===== config.mk =====
export PLATFORM = sky130hd
export DESIGN_NAME = memory_arbiter_flat
export DESIGN_NICKNAME = d
export VERILOG_FILES = /design/src/rtl/memory_arbiter_if.sv /design/src/rtl/memory_arbiter.sv /design/src/flat_wrapper.sv
export SDC_FILE = /design/constraint.sdc
export NUM_CORES = 1
export LEC_CHECK = 0
export CORE_AREA = 5 5 284 286
export DETAILED_ROUTE_END_ITERATION = 7
export DIE_AREA = 0 0 289 291
export GPL_ROUTABILITY_DRIVEN = 0
export GPL_TIMING_DRIVEN = 0
export SYNTH_ARGS = -nofsm -noshare
export SYNTH_HDL_FRONTEND = slang
export SYNTH_SLANG_ARGS = --single-unit

===== constraint.sdc =====
create_clock -name CLK -period 20.7 [get_ports CLK]
set_clock_uncertainty 0.05 [all_clocks]
set_input_delay 5.175 -clock CLK [delete_from_list [all_inputs] [get_ports CLK]]
set_output_delay 5.175 -clock CLK [all_outputs]
set_load 0.01 [all_outputs]

===== src/rtl/memory_arbiter_if.sv =====
// Bus bundle between the two cache miss ports, the arbiter and data_memory.
// The arbiter takes the slave view; caches and memory together take the master view.
interface memory_arbiter_if #(
    parameter int ADDR_WIDTH  = 28,
    parameter int BLOCK_WIDTH = 128
);
    logic                   IC_READ;
    logic [ADDR_WIDTH-1:0]  IC_ADDRESS;
    logic [BLOCK_WIDTH-1:0] IC_READ_DATA;
    logic                   IC_BUSYWAIT;

    logic                   DC_READ;
    logic                   DC_WRITE;
    logic [ADDR_WIDTH-1:0]  DC_ADDRESS;
    logic [BLOCK_WIDTH-1:0] DC_WRITE_DATA;
    logic [BLOCK_WIDTH-1:0] DC_READ_DATA;
    logic                   DC_BUSYWAIT;

    logic                   MEM_READ;
    logic                   MEM_WRITE;
    logic [ADDR_WIDTH-1:0]  MEM_ADDRESS;
    logic [BLOCK_WIDTH-1:0] MEM_WRITE_DATA;
    logic [BLOCK_WIDTH-1:0] MEM_READ_DATA;
    logic                   MEM_BUSYWAIT;

    modport slave (
        input  IC_READ, IC_ADDRESS,
        input  DC_READ, DC_WRITE, DC_ADDRESS, DC_WRITE_DATA,
        input  MEM_READ_DATA, MEM_BUSYWAIT,
        output IC_READ_DATA, IC_BUSYWAIT,
        output DC_READ_DATA, DC_BUSYWAIT,
        output MEM_READ, MEM_WRITE, MEM_ADDRESS, MEM_WRITE_DATA
    );

    modport master (
        output IC_READ, IC_ADDRESS,
        output DC_READ, DC_WRITE, DC_ADDRESS, DC_WRITE_DATA,
        output MEM_READ_DATA, MEM_BUSYWAIT,
        input  IC_READ_DATA, IC_BUSYWAIT,
        input  DC_READ_DATA, DC_BUSYWAIT,
        input  MEM_READ, MEM_WRITE, MEM_ADDRESS, MEM_WRITE_DATA
    );
endinterface


===== src/rtl/memory_arbiter.sv =====
// Round-robin arbiter sharing one block-wide data_memory between the
// instruction-cache miss port and the data-cache miss/write-back port.
module memory_arbiter #(
    parameter int ADDR_WIDTH  = 28,
    parameter int BLOCK_WIDTH = 128
) (
    input  logic            CLK,
    input  logic            RESET,
    memory_arbiter_if.slave bus
);
    typedef enum logic [1:0] {IDLE, ACCESS, CAPTURE, DONE} state_t;
    typedef enum logic {PORT_IC, PORT_DC} port_t;

    state_t                 state, state_nx;
    port_t                  grant, last_grant, winner;
    logic                   ic_req, dc_req, any_req, win_wr;
    logic                   op_rd_p0, op_wr_p0;
    logic [ADDR_WIDTH-1:0]  addr_p0;
    logic [BLOCK_WIDTH-1:0] wdata_p0;
    logic [BLOCK_WIDTH-1:0] ic_data_p1, dc_data_p1;

    assign ic_req  = bus.IC_READ;
    assign dc_req  = bus.DC_READ | bus.DC_WRITE;
    assign any_req = ic_req | dc_req;

    // On a tie the port that was not served last wins.
    always_comb begin
        winner = PORT_IC;
        if (dc_req && (!ic_req || last_grant == PORT_IC))
            winner = PORT_DC;
    end

    // A simultaneous DC read+write is carried out as a write only.
    assign win_wr = (winner == PORT_DC) && bus.DC_WRITE;

    always_ff @(posedge CLK or posedge RESET) begin
        if (RESET)
            state <= IDLE;
        else
            state <= state_nx;
    end

    always_comb begin
        state_nx        = state;
        bus.MEM_READ    = 1'b0;
        bus.MEM_WRITE   = 1'b0;
        bus.IC_BUSYWAIT = ic_req;
        bus.DC_BUSYWAIT = dc_req;
        unique case (state)
            IDLE: begin
                if (any_req)
                    state_nx = ACCESS;
            end
            ACCESS: begin
                bus.MEM_READ  = op_rd_p0;
                bus.MEM_WRITE = op_wr_p0;
                if (!bus.MEM_BUSYWAIT)
                    state_nx = CAPTURE;
            end
            CAPTURE: begin
                state_nx = DONE;
            end
            DONE: begin
                if (grant == PORT_IC)
                    bus.IC_BUSYWAIT = 1'b0;
                else
                    bus.DC_BUSYWAIT = 1'b0;
                state_nx = IDLE;
            end
        endcase
    end

    // Request stage: winner's op, address and write block held for the transfer.
    always_ff @(posedge CLK or posedge RESET) begin
        if (RESET) begin
            grant      <= PORT_IC;
            last_grant <= PORT_DC;
            op_rd_p0   <= 1'b0;
            op_wr_p0   <= 1'b0;
            addr_p0    <= '0;
            wdata_p0   <= '0;
        end else if (state == IDLE && any_req) begin
            grant      <= winner;
            last_grant <= winner;
            op_wr_p0   <= win_wr;
            op_rd_p0   <= !win_wr;
            addr_p0    <= (winner == PORT_DC) ? bus.DC_ADDRESS : bus.IC_ADDRESS;
            if (win_wr)
                wdata_p0 <= bus.DC_WRITE_DATA;
        end
    end

    // Return stage: completed read block steered to the granted port.
    always_ff @(posedge CLK or posedge RESET) begin
        if (RESET) begin
            ic_data_p1 <= '0;
            dc_data_p1 <= '0;
        end else if (state == CAPTURE && op_rd_p0) begin
            if (grant == PORT_IC)
                ic_data_p1 <= bus.MEM_READ_DATA;
            else
                dc_data_p1 <= bus.MEM_READ_DATA;
        end
    end

    assign bus.MEM_ADDRESS    = addr_p0;
    assign bus.MEM_WRITE_DATA = wdata_p0;
    assign bus.IC_READ_DATA   = ic_data_p1;
    assign bus.DC_READ_DATA   = dc_data_p1;
endmodule

===== src/flat_wrapper.sv =====
// flat-port wrapper written by rule: the top's interface ports become plain ports
module memory_arbiter_flat 
#(
    parameter int ADDR_WIDTH  = 28,
    parameter int BLOCK_WIDTH = 128
)
  (CLK, RESET, bus_IC_READ, bus_IC_ADDRESS, bus_DC_READ, bus_DC_WRITE, bus_DC_ADDRESS, bus_DC_WRITE_DATA, bus_MEM_READ_DATA, bus_MEM_BUSYWAIT, bus_IC_READ_DATA, bus_IC_BUSYWAIT, bus_DC_READ_DATA, bus_DC_BUSYWAIT, bus_MEM_READ, bus_MEM_WRITE, bus_MEM_ADDRESS, bus_MEM_WRITE_DATA);
  memory_arbiter_if #(.ADDR_WIDTH(ADDR_WIDTH), .BLOCK_WIDTH(BLOCK_WIDTH)) bus_i ();
  input  logic CLK;
  input  logic RESET;
  input wire logic [$bits(bus_i.IC_READ)-1:0] bus_IC_READ;
  input wire logic [$bits(bus_i.IC_ADDRESS)-1:0] bus_IC_ADDRESS;
  input wire logic [$bits(bus_i.DC_READ)-1:0] bus_DC_READ;
  input wire logic [$bits(bus_i.DC_WRITE)-1:0] bus_DC_WRITE;
  input wire logic [$bits(bus_i.DC_ADDRESS)-1:0] bus_DC_ADDRESS;
  input wire logic [$bits(bus_i.DC_WRITE_DATA)-1:0] bus_DC_WRITE_DATA;
  input wire logic [$bits(bus_i.MEM_READ_DATA)-1:0] bus_MEM_READ_DATA;
  input wire logic [$bits(bus_i.MEM_BUSYWAIT)-1:0] bus_MEM_BUSYWAIT;
  output wire logic [$bits(bus_i.IC_READ_DATA)-1:0] bus_IC_READ_DATA;
  output wire logic [$bits(bus_i.IC_BUSYWAIT)-1:0] bus_IC_BUSYWAIT;
  output wire logic [$bits(bus_i.DC_READ_DATA)-1:0] bus_DC_READ_DATA;
  output wire logic [$bits(bus_i.DC_BUSYWAIT)-1:0] bus_DC_BUSYWAIT;
  output wire logic [$bits(bus_i.MEM_READ)-1:0] bus_MEM_READ;
  output wire logic [$bits(bus_i.MEM_WRITE)-1:0] bus_MEM_WRITE;
  output wire logic [$bits(bus_i.MEM_ADDRESS)-1:0] bus_MEM_ADDRESS;
  output wire logic [$bits(bus_i.MEM_WRITE_DATA)-1:0] bus_MEM_WRITE_DATA;
  assign bus_i.IC_READ = bus_IC_READ;
  assign bus_i.IC_ADDRESS = bus_IC_ADDRESS;
  assign bus_i.DC_READ = bus_DC_READ;
  assign bus_i.DC_WRITE = bus_DC_WRITE;
  assign bus_i.DC_ADDRESS = bus_DC_ADDRESS;
  assign bus_i.DC_WRITE_DATA = bus_DC_WRITE_DATA;
  assign bus_i.MEM_READ_DATA = bus_MEM_READ_DATA;
  assign bus_i.MEM_BUSYWAIT = bus_MEM_BUSYWAIT;
  assign bus_IC_READ_DATA = bus_i.IC_READ_DATA;
  assign bus_IC_BUSYWAIT = bus_i.IC_BUSYWAIT;
  assign bus_DC_READ_DATA = bus_i.DC_READ_DATA;
  assign bus_DC_BUSYWAIT = bus_i.DC_BUSYWAIT;
  assign bus_MEM_READ = bus_i.MEM_READ;
  assign bus_MEM_WRITE = bus_i.MEM_WRITE;
  assign bus_MEM_ADDRESS = bus_i.MEM_ADDRESS;
  assign bus_MEM_WRITE_DATA = bus_i.MEM_WRITE_DATA;
  memory_arbiter #(.ADDR_WIDTH(ADDR_WIDTH), .BLOCK_WIDTH(BLOCK_WIDTH)) u_core (.CLK(CLK), .RESET(RESET), .bus(bus_i));
endmodule

# After elaboration in Yosys (flattened, before gate mapping)
# Index checks and enable logic that the tools add are counted.
[classes] add_sub_neg=0 mul=0 n_div=0 magnitude_cmp=0 eq_ne=5 n_shift=0 mux=11 bitwise=4 reduce_logical=12
[ops] cell="$mux W28" n=1
[ops] cell="$pmux W2 S4" n=1
[ops] cell="$reduce_and A2 Y1" n=4
[ops] cell="$mux W1" n=7
[ops] cell="$eq A2 B2 Y1 const B" n=2
[ops] cell="$logic_and A1 B1 Y1" n=4
[ops] cell="$mux W2" n=2
[ops] cell="$eq A2 B1 Y1 const B" n=1
[ops] cell="$logic_not A1 Y1" n=2
[ops] cell="$logic_not A2 Y1" n=1
[ops] cell="$ne A2 B1 Y1 const B" n=1
[ops] cell="$ne A2 B2 Y1 const B" n=1
[ops] cell="$not A1 Y1" n=2
[ops] cell="$or A1 B1 Y1" n=2
[ops] cell="$logic_or A1 B1 Y1" n=1
[totals] register_bits=418 latch_bits=0 ramBits=0 romBits=0 input_bits=318 out_inout_bits=416 elab_cells=41 memories=0

# Longest topological paths before layout
# Gate-level depths: netlist of run 1.
[depth] depth_word=6 ltp_mapped=7 depth_no_buf=5

# Worst setup path before layout of run 1
# Ideal clock, no wire load.
[synth_path] kind="input to output" startpoint="input port bus_DC_WRITE" endpoint="output port bus_DC_BUSYWAIT" arrival_ns=5.422 required_time_ns=15.475 setup_slack_ns=10.053 cell_stages=2 path_buffers=0 cell_sequence="nor2_1 -> a21oi_1"
[synth_between] elab_chain_len=3
[synth_rtl] item="from (decl)" line="flat_wrapper.sv:14" source="input wire logic [$bits(bus_i.DC_WRITE)-1:0] bus_DC_WRITE;"
[synth_rtl] item="$or A1 B1 Y1 *" line="memory_arbiter.sv:23" source="assign dc_req = bus.DC_READ | bus.DC_WRITE;"
[synth_rtl] item="$mux W1" line="memory_arbiter.sv:64" source="if (grant == PORT_IC)"
[synth_rtl] item="$mux W1 *" line="memory_arbiter.sv:49" source="unique case (state)"
[synth_rtl] item="to (decl)" line="flat_wrapper.sv:22" source="output wire logic [$bits(bus_i.DC_BUSYWAIT)-1:0] bus_DC_BUSYWAIT;"
# Mark *: on every way between the ends. The rest lies on a longest branch, timed or not.

# Final worst setup path of run 1
[layout_path] startpoint="input port bus_IC_READ" endpoint="output port bus_IC_BUSYWAIT"
[layout_between] elab_chain_len=2
[layout_rtl] item="from (decl)" line="flat_wrapper.sv:11" source="input wire logic [$bits(bus_i.IC_READ)-1:0] bus_IC_READ;"
[layout_rtl] item="$mux W1" line="memory_arbiter.sv:64"
[layout_rtl] item="$mux W1 *" line="memory_arbiter.sv:49"
[layout_rtl] item="to (decl)" line="flat_wrapper.sv:20" source="output wire logic [$bits(bus_i.IC_BUSYWAIT)-1:0] bus_IC_BUSYWAIT;"
# Marked as above.

==> out/metrics.csv, run 1 <==
stage,metric,value,unit
run_status,status,finished clean,
place,Area after DPL,24600,µm²
clocking,clock root buffer,clkbuf_16,
drt,DR iter-0 viols,255,
layout,Multi-input gate area,5052,µm²
floorplanning,initial core utilization,20.31,%
clocking,Clock Path Buffers,3,
timing,FMAX,84.03,MHz
clocking,CTS tree,yes,
synth,Syn Area/Cell,16.38,µm²
layout,area delta synth->final,65.53,%
drt,Routed Antenna Nets,0,
critical_path,CP Data Arrival Time,6680,ps
synth,sequential-to-total area share from yosys stat,65.96,%
global_routing,vias in the first global route,12430,
power_and_ir_drop,Lkg Pwr,10.77,nW
clocking,Num CTS Buffers,47,
global_routing,largest net degree at the start of global routing,130,
synth,Synth Register Bits,418,
layout,layout cells sized above 1,23.28,%
global_routing,GRT Resource Usage Total,12.60,%
synth,Syn Std Cell Area,15860,µm²
clocking,post-cts hold buffer count,0,
floorplanning,width of the die,289,µm
floorplanning,Rows,103,
layout,"commonest cells after routing, fill and taps aside","clkdlybuf4s50_1, dfrtp_1, mux2_2",
timing,Max-slew headroom,41.08,%
drt,post-DR vias/cell,3.920,
timing,Final TNS setup,0,ps
critical_path,Crit Path Max Fanout,5,
layout,"commonest non-fill, non-tap cell in the layout",clkdlybuf4s50_1,
floorplanning,# IOs,734,
drt,total wire length,55630,µm
critical_path,required time of the critical path,15480,ps
timing,final slew viol count,0,
global_routing,Overflow after GRT,0,
place,IO buf count,733,
global_routing,initial antenna violation count,6,
timing,slew at the pin closest to its max-slew limit,883.9,ps
layout,fin nets,2076,
global_routing,first-pass GRT wire length,81020,µm
timing,Final min period,11900,ps
timing,Final Hold Vio Count,0,
floorplanning,DIE AREA,84100,µm²
drt,# DRC,0,
drt,via count,11170,
critical_path,Setup crit end kind,primary output,
clocking,post-cts repair resize count,0,
timing,Final period util,57.49,%
synth,Yosys warnings,0,
hold_path,worst hold path class,flop to flop,
job,Max-Cap Viols,0,
power_and_ir_drop,VDD IR-drop max,0.08321,mV
floorplanning,Core ar.,78100,µm²
timing,final setup fails,0,
drt,wire per inst,19.53,µm
clocking,"Setup Fix Bufs, Post-CTS",0,
critical_path,Startpoint Class,primary input,
clocking,clock transition at the registers of the reported paths,60,ps
synth,Mapped Cells,968,
floorplanning,Die Ht,291,µm
layout,Filler Cells Inserted,7704,
timing,RSZ-0062 raised after global routing,no,
layout,"Design Area, Final",26250,µm²
synth,syn_nets,1291,
drt,DR pass1 iterations,4,
power_and_ir_drop,power per cell area,162.7,nW/µm²
layout,post-layout util,33.61,%
place,DP Wirelength,44180,µm
critical_path,Setup CP Type,primary input to primary output,
clocking,H-tree levels,2,
clocking,worst skew pair latency,560,ps
clocking,CTS sink cnt,418,
layout,Register Area,10460,µm²
synth,distinct cell type count after synthesis,24,
power_and_ir_drop,total design power,4.272,mW
## cells by family after synthesis
family          share of synthesized area (%)
buf+inv                                 2.178
fa+ha+maj                              0.3945
flops                                   65.96
compound gates                          1.420
mux                                     29.17
simple gates                           0.8757
## worst max-delay path, cell delays in order
cell,delay (ps)
clkdlybuf4s50_1,630
inv_1,110
a21oi_1,160
clkdlybuf4s50_1,610
## layout make-up
| cell class | instances | share of cell area [%] |
|---|---|---|
| Clock buffer | 73 | 5.581 |
| Timing Repair Buffer | 736 | 28.26 |
| Buffer | 51 | 1.230 |
| Clock inverter | 14 | 0.6339 |
| Sequential cell | 418 | 39.85 |
| Antenna cell | 8 | 0.07626 |
| Multi-Input combinational cell | 493 | 19.25 |
| Inverter | 6 | 0.1144 |
| Tap cell | 1050 | 5.005 |
## state kept, by name, indices dropped and copies added (netlist names)
signal,cells
u_core.bus.DC_READ_DATA,128
u_core.bus.IC_READ_DATA,128
u_core.bus.MEM_WRITE_DATA,128
u_core.bus.MEM_ADDRESS,28
u_core.state,2
u_core.grant,1
u_core.last_grant,1
u_core.op_rd_p0,1
u_core.op_wr_p0,1
## report_power, final
part	total (mW)	internal (mW)	leakage (nW)	switching [mW]
combinational	1.94	1.16	5.04	0.783
sequential	1.47	1.24	4.92	0.225
clock	0.864	0.524	0.809	0.340
total	4.27	2.92	10.8	1.35
## final timing paths
kind | start | endpoint | slack, ps | cells past startpoint
max | bus_IC_READ | bus_IC_BUSYWAIT | 8800 | 4
min | u_core.op_wr_p0$_DFFE_PP0P_ | u_core.op_wr_p0$_DFFE_PP0P_ | 430 | 1
max reg2reg | u_core.state[0]$_DFFE_PP0P_ | u_core.bus.DC_READ_DATA[30]$_DFFE_PP0P_ | 18120 | 6
min reg2reg | u_core.op_wr_p0$_DFFE_PP0P_ | u_core.op_wr_p0$_DFFE_PP0P_ | 430 | 1
max in group asynchronous | RESET | u_core.bus.MEM_WRITE_DATA[119]$_DFFE_PP0P_ | 13980 | 4
min in group asynchronous | RESET | u_core.bus.IC_READ_DATA[48]$_DFFE_PP0P_ | 4970 | 2
## layer usage
metal / vias up / GRT usage (%) / routed length, µm
met3: 98 / 4.283 / 4622
met5: - / 0 / 0
met4: 0 / 4.333 / 1810
li1: 5006 / - / -
met1: 5657 / 13.91 / 20500
met2: 407 / 22.52 / 28700
## cell usage after synthesis
cell type / n / share of area (%)
nand3_1: 2 / 0.063
o21ai_0: 8 / 0.25
a21oi_1: 4 / 0.13
o31ai_2: 1 / 0.079
a32o_1: 1 / 0.063
ha_1: 5 / 0.39
nor2_1: 2 / 0.047
a21oi_2: 1 / 0.055
a21o_1: 1 / 0.047
dfstp_2: 1 / 0.17
dfrtp_1: 417 / 66
mux2_2: 287 / 20
o2bb2ai_1: 1 / 0.055
nand2_1: 29 / 0.69
buf_4: 3 / 0.14
buf_6: 11 / 0.78
mux2_1: 98 / 7.0
and2_1: 2 / 0.079
a22o_1: 2 / 0.11
inv_1: 6 / 0.14
clkbuf_1: 7 / 0.17
buf_2: 30 / 0.95
o21ai_1: 20 / 0.63
mux2i_1: 29 / 1.8
## metrics by stage
stage               setup WS, ps  instances  hold WS (ps)
floorplan                   3842        968         391.7
global placement          -916.8       2751         404.1
detailed placement          8784       2754         413.6
CTS                         8763       2841         427.6
global route                8675       2845         448.0
finish                      8799       2849         427.4
(Power assumes the default switching activity.)
==> inputs of run 2 (changes only) <==
CORE_AREA = 5 5 285 287   (was 5 5 284 286)
DIE_AREA = 0 0 290 292   (was 0 0 289 291)
clock period = 10.25 ns   (was 20.7 ns; I/O delays follow)
==> run 2 against run 1 <==
Compared with the run above:
- cell count hardly changed
- clock-buffer cell count is 3 higher
- total power is 100% higher
- first-iteration DRC count is 4.3% lower
- critical path depth stayed put
- flip-flop and latch count stayed put
- register-to-register slack worse by 11000 ps
- highest routed layer is now met5
==> out/metrics.csv, run 2 (synthesis gave the netlist of run 1 again) <==
stage,metric,value,unit,change
power_and_ir_drop,net switching power,2.731,mW,+100%
run_status,status,finished clean,,
drt,# DRC,0,,unchanged
layout,Non-Filler Instances,2850,,+0.035%
timing,Final Hold Vio Count,0,,unchanged
place,cell count after placement,2762,,+0.29%
power_and_ir_drop,Clk network pwr share,19.7,%,-0.5 points
power_and_ir_drop,Pint,5.861,mW,+100%
drt,total wire length,57210,µm,+2.8%
critical_path,R2R depth,6,,unchanged
power_and_ir_drop,Comb power frac,45.7,%,+0.3 points
power_and_ir_drop,power per cell area,326.6,nW/µm²,+100%
power_and_ir_drop,VDD IR-drop max,0.1578,mV,+90%
clocking,clock transition at the registers of the reported paths,60,ps,about the same
power_and_ir_drop,sequential share of power,34.6,%,+0.2 points
critical_path,Startpoint Class,primary input,,
job,Max-Cap Viols,0,,unchanged
hold_path,Min-Delay Path Depth,1,,unchanged
critical_path,CP Data Arrival Time,4090,ps,-2590 ps
global_routing,vias in the first global route,12660,,+1.9%
critical_path,required time of the critical path,7640,ps,-7840 ps
layout,area delta synth->final,65.86,%,
global_routing,GRT Resource Usage Total,12.98,%,+0.37 points
clocking,post-cts repair resize count,0,,unchanged
global_routing,Overflow after GRT,0,,unchanged
global_routing,global routing's busiest layer,met2,,
drt,post-DR vias/cell,3.924,,about the same
global_routing,initial antenna violation count,5,,-1
power_and_ir_drop,total design power,8.592,mW,+100%
timing,Max-slew headroom,42.28,%,+1.2 points
clocking,Num CTS Buffers,48,,+2.1%
floorplanning,initial core utilization,20.24,%,-0.067 points
global_routing,first-pass GRT wire length,85080,µm,+5.0%
clocking,worst skew pair latency,580,ps,+20 ps
global_routing,met1 usage,14.88,%,+0.97 points
clocking,Clock Path Buffers,3,,unchanged
layout,layout cells sized above 1,23.26,%,about the same
place,DP Wirelength,46100,µm,+4.3%
layout,fin nets,2085,,+0.43%
hold_path,worst hold path class,flop to flop,,
layout,"commonest non-fill, non-tap cell in the layout",clkdlybuf4s50_1,,
critical_path,Setup CP Type,primary input to primary output,,
timing,RSZ-0062 raised after global routing,no,,
layout,post-layout util,33.57,%,-0.044 points
timing,Final TNS setup,0,ps,unchanged
clocking,H-tree levels,2,,unchanged
clocking,CTS tree,yes,,
critical_path,Setup crit end kind,primary output,,
global_routing,largest net degree at the start of global routing,45,,-65%
floorplanning,# IOs,734,,unchanged
power_and_ir_drop,Net Sw Frac,31.78,%,+0.23 points
timing,FMAX,149.2,MHz,
layout,"commonest cells after routing, fill and taps aside","clkdlybuf4s50_1, dfrtp_1, mux2_2",,
floorplanning,Core ar.,78360,µm²,+0.33%
place,IO buf count,733,,unchanged
timing,Final period util,65.38,%,
drt,DR iter-0 viols,244,,-4.3%
drt,wire per inst,20.07,µm,+2.8%
timing,final slew viol count,0,,unchanged
clocking,clock root buffer,clkbuf_16,,
clocking,post-cts hold buffer count,0,,unchanged
timing,final setup fails,0,,unchanged
timing,slew at the pin closest to its max-slew limit,865.8,ps,-18.04 ps
clocking,CTS sink cnt,418,,unchanged
global_routing,met2 Track Usage GR,23.37,%,+0.84 points
drt,via count,11180,,+0.13%
floorplanning,Rows,103,,unchanged
clocking,"Setup Fix Bufs, Post-CTS",0,,unchanged
floorplanning,width of the die,290,µm,+0.35%
critical_path,Crit Path Max Fanout,5,,unchanged
floorplanning,DIE AREA,84680,µm²,+0.69%
floorplanning,Die Ht,292,µm,+0.34%
power_and_ir_drop,Lkg Pwr,10.79,nW,+0.18%
global_routing,met3 Use GR,4.198,%,-0.085 points
timing,Final min period,6702,ps,
drt,DR pass1 iterations,6,,+2
drt,Routed Antenna Nets,0,,unchanged
-- run 2: final timing paths --
kind / start / to / slack, ps
setup / recovery: bus_IC_READ / bus_IC_BUSYWAIT / 3550
setup reg to reg: u_core.state[0]$_DFFE_PP0P_ / u_core.bus.DC_READ_DATA[20]$_DFFE_PP0P_ / 7610
hold reg to reg: u_core.op_wr_p0$_DFFE_PP0P_ / u_core.op_wr_p0$_DFFE_PP0P_ / 420
max in group asynchronous: RESET / u_core.bus.DC_READ_DATA[1]$_DFFE_PP0P_ / 6570
hold / removal: u_core.op_wr_p0$_DFFE_PP0P_ / u_core.op_wr_p0$_DFFE_PP0P_ / 420
min in group asynchronous: RESET / u_core.bus.DC_READ_DATA[97]$_DFFE_PP0P_ / 2420
-- run 2: per-stage QoR --
stage,hold WS (ps),setup slack (ps),instance area (µm²)
3_3_place_gp,404.5,-696.6,24510
3_5_place_dp,410.1,3569,24730
4_1_cts,424.3,3538,26300
6_report,420.0,3548,26300
5_1_grt,443.3,3436,26300
2_1_floorplan,391.7,2001,15860
-- run 2: per-layer routing --
metal	wire (µm)	vias to the layer above
met4	1260	2
met5	13	-
met2	29930	391
met1	21850	5716
li1	-	5001
met3	4158	73
-- run 2: power groups by stage --
stage	Combinational (mW)	Clock, mW	Sequential (mW)
global placement	3.95	0	2.96
global route	4.17	1.83	3.08
detailed placement	4.00	0	3.00
finish	3.93	1.69	2.97
floorplan	1.23	0	3.32
CTS	4.01	1.76	2.98
-- run 2: layout make-up --
class                   instances  area, µm²
multi-input cells             493       5052
clock buffers                  76       1479
flip-flops and latches        418      10460
clock inverters                 9      83.83
fillers                      7785      52050
well taps                    1050       1314
plain buffers                  51      322.8
repair buffers                744       7557
inverters                       6      26.28
diodes                          3      7.507
-- run 2: critical path, cell delays in order --
cell and delay [ps]:
clkdlybuf4s50_1 590, inv_1 100, a21oi_1 150, clkdlybuf4s50_1 680
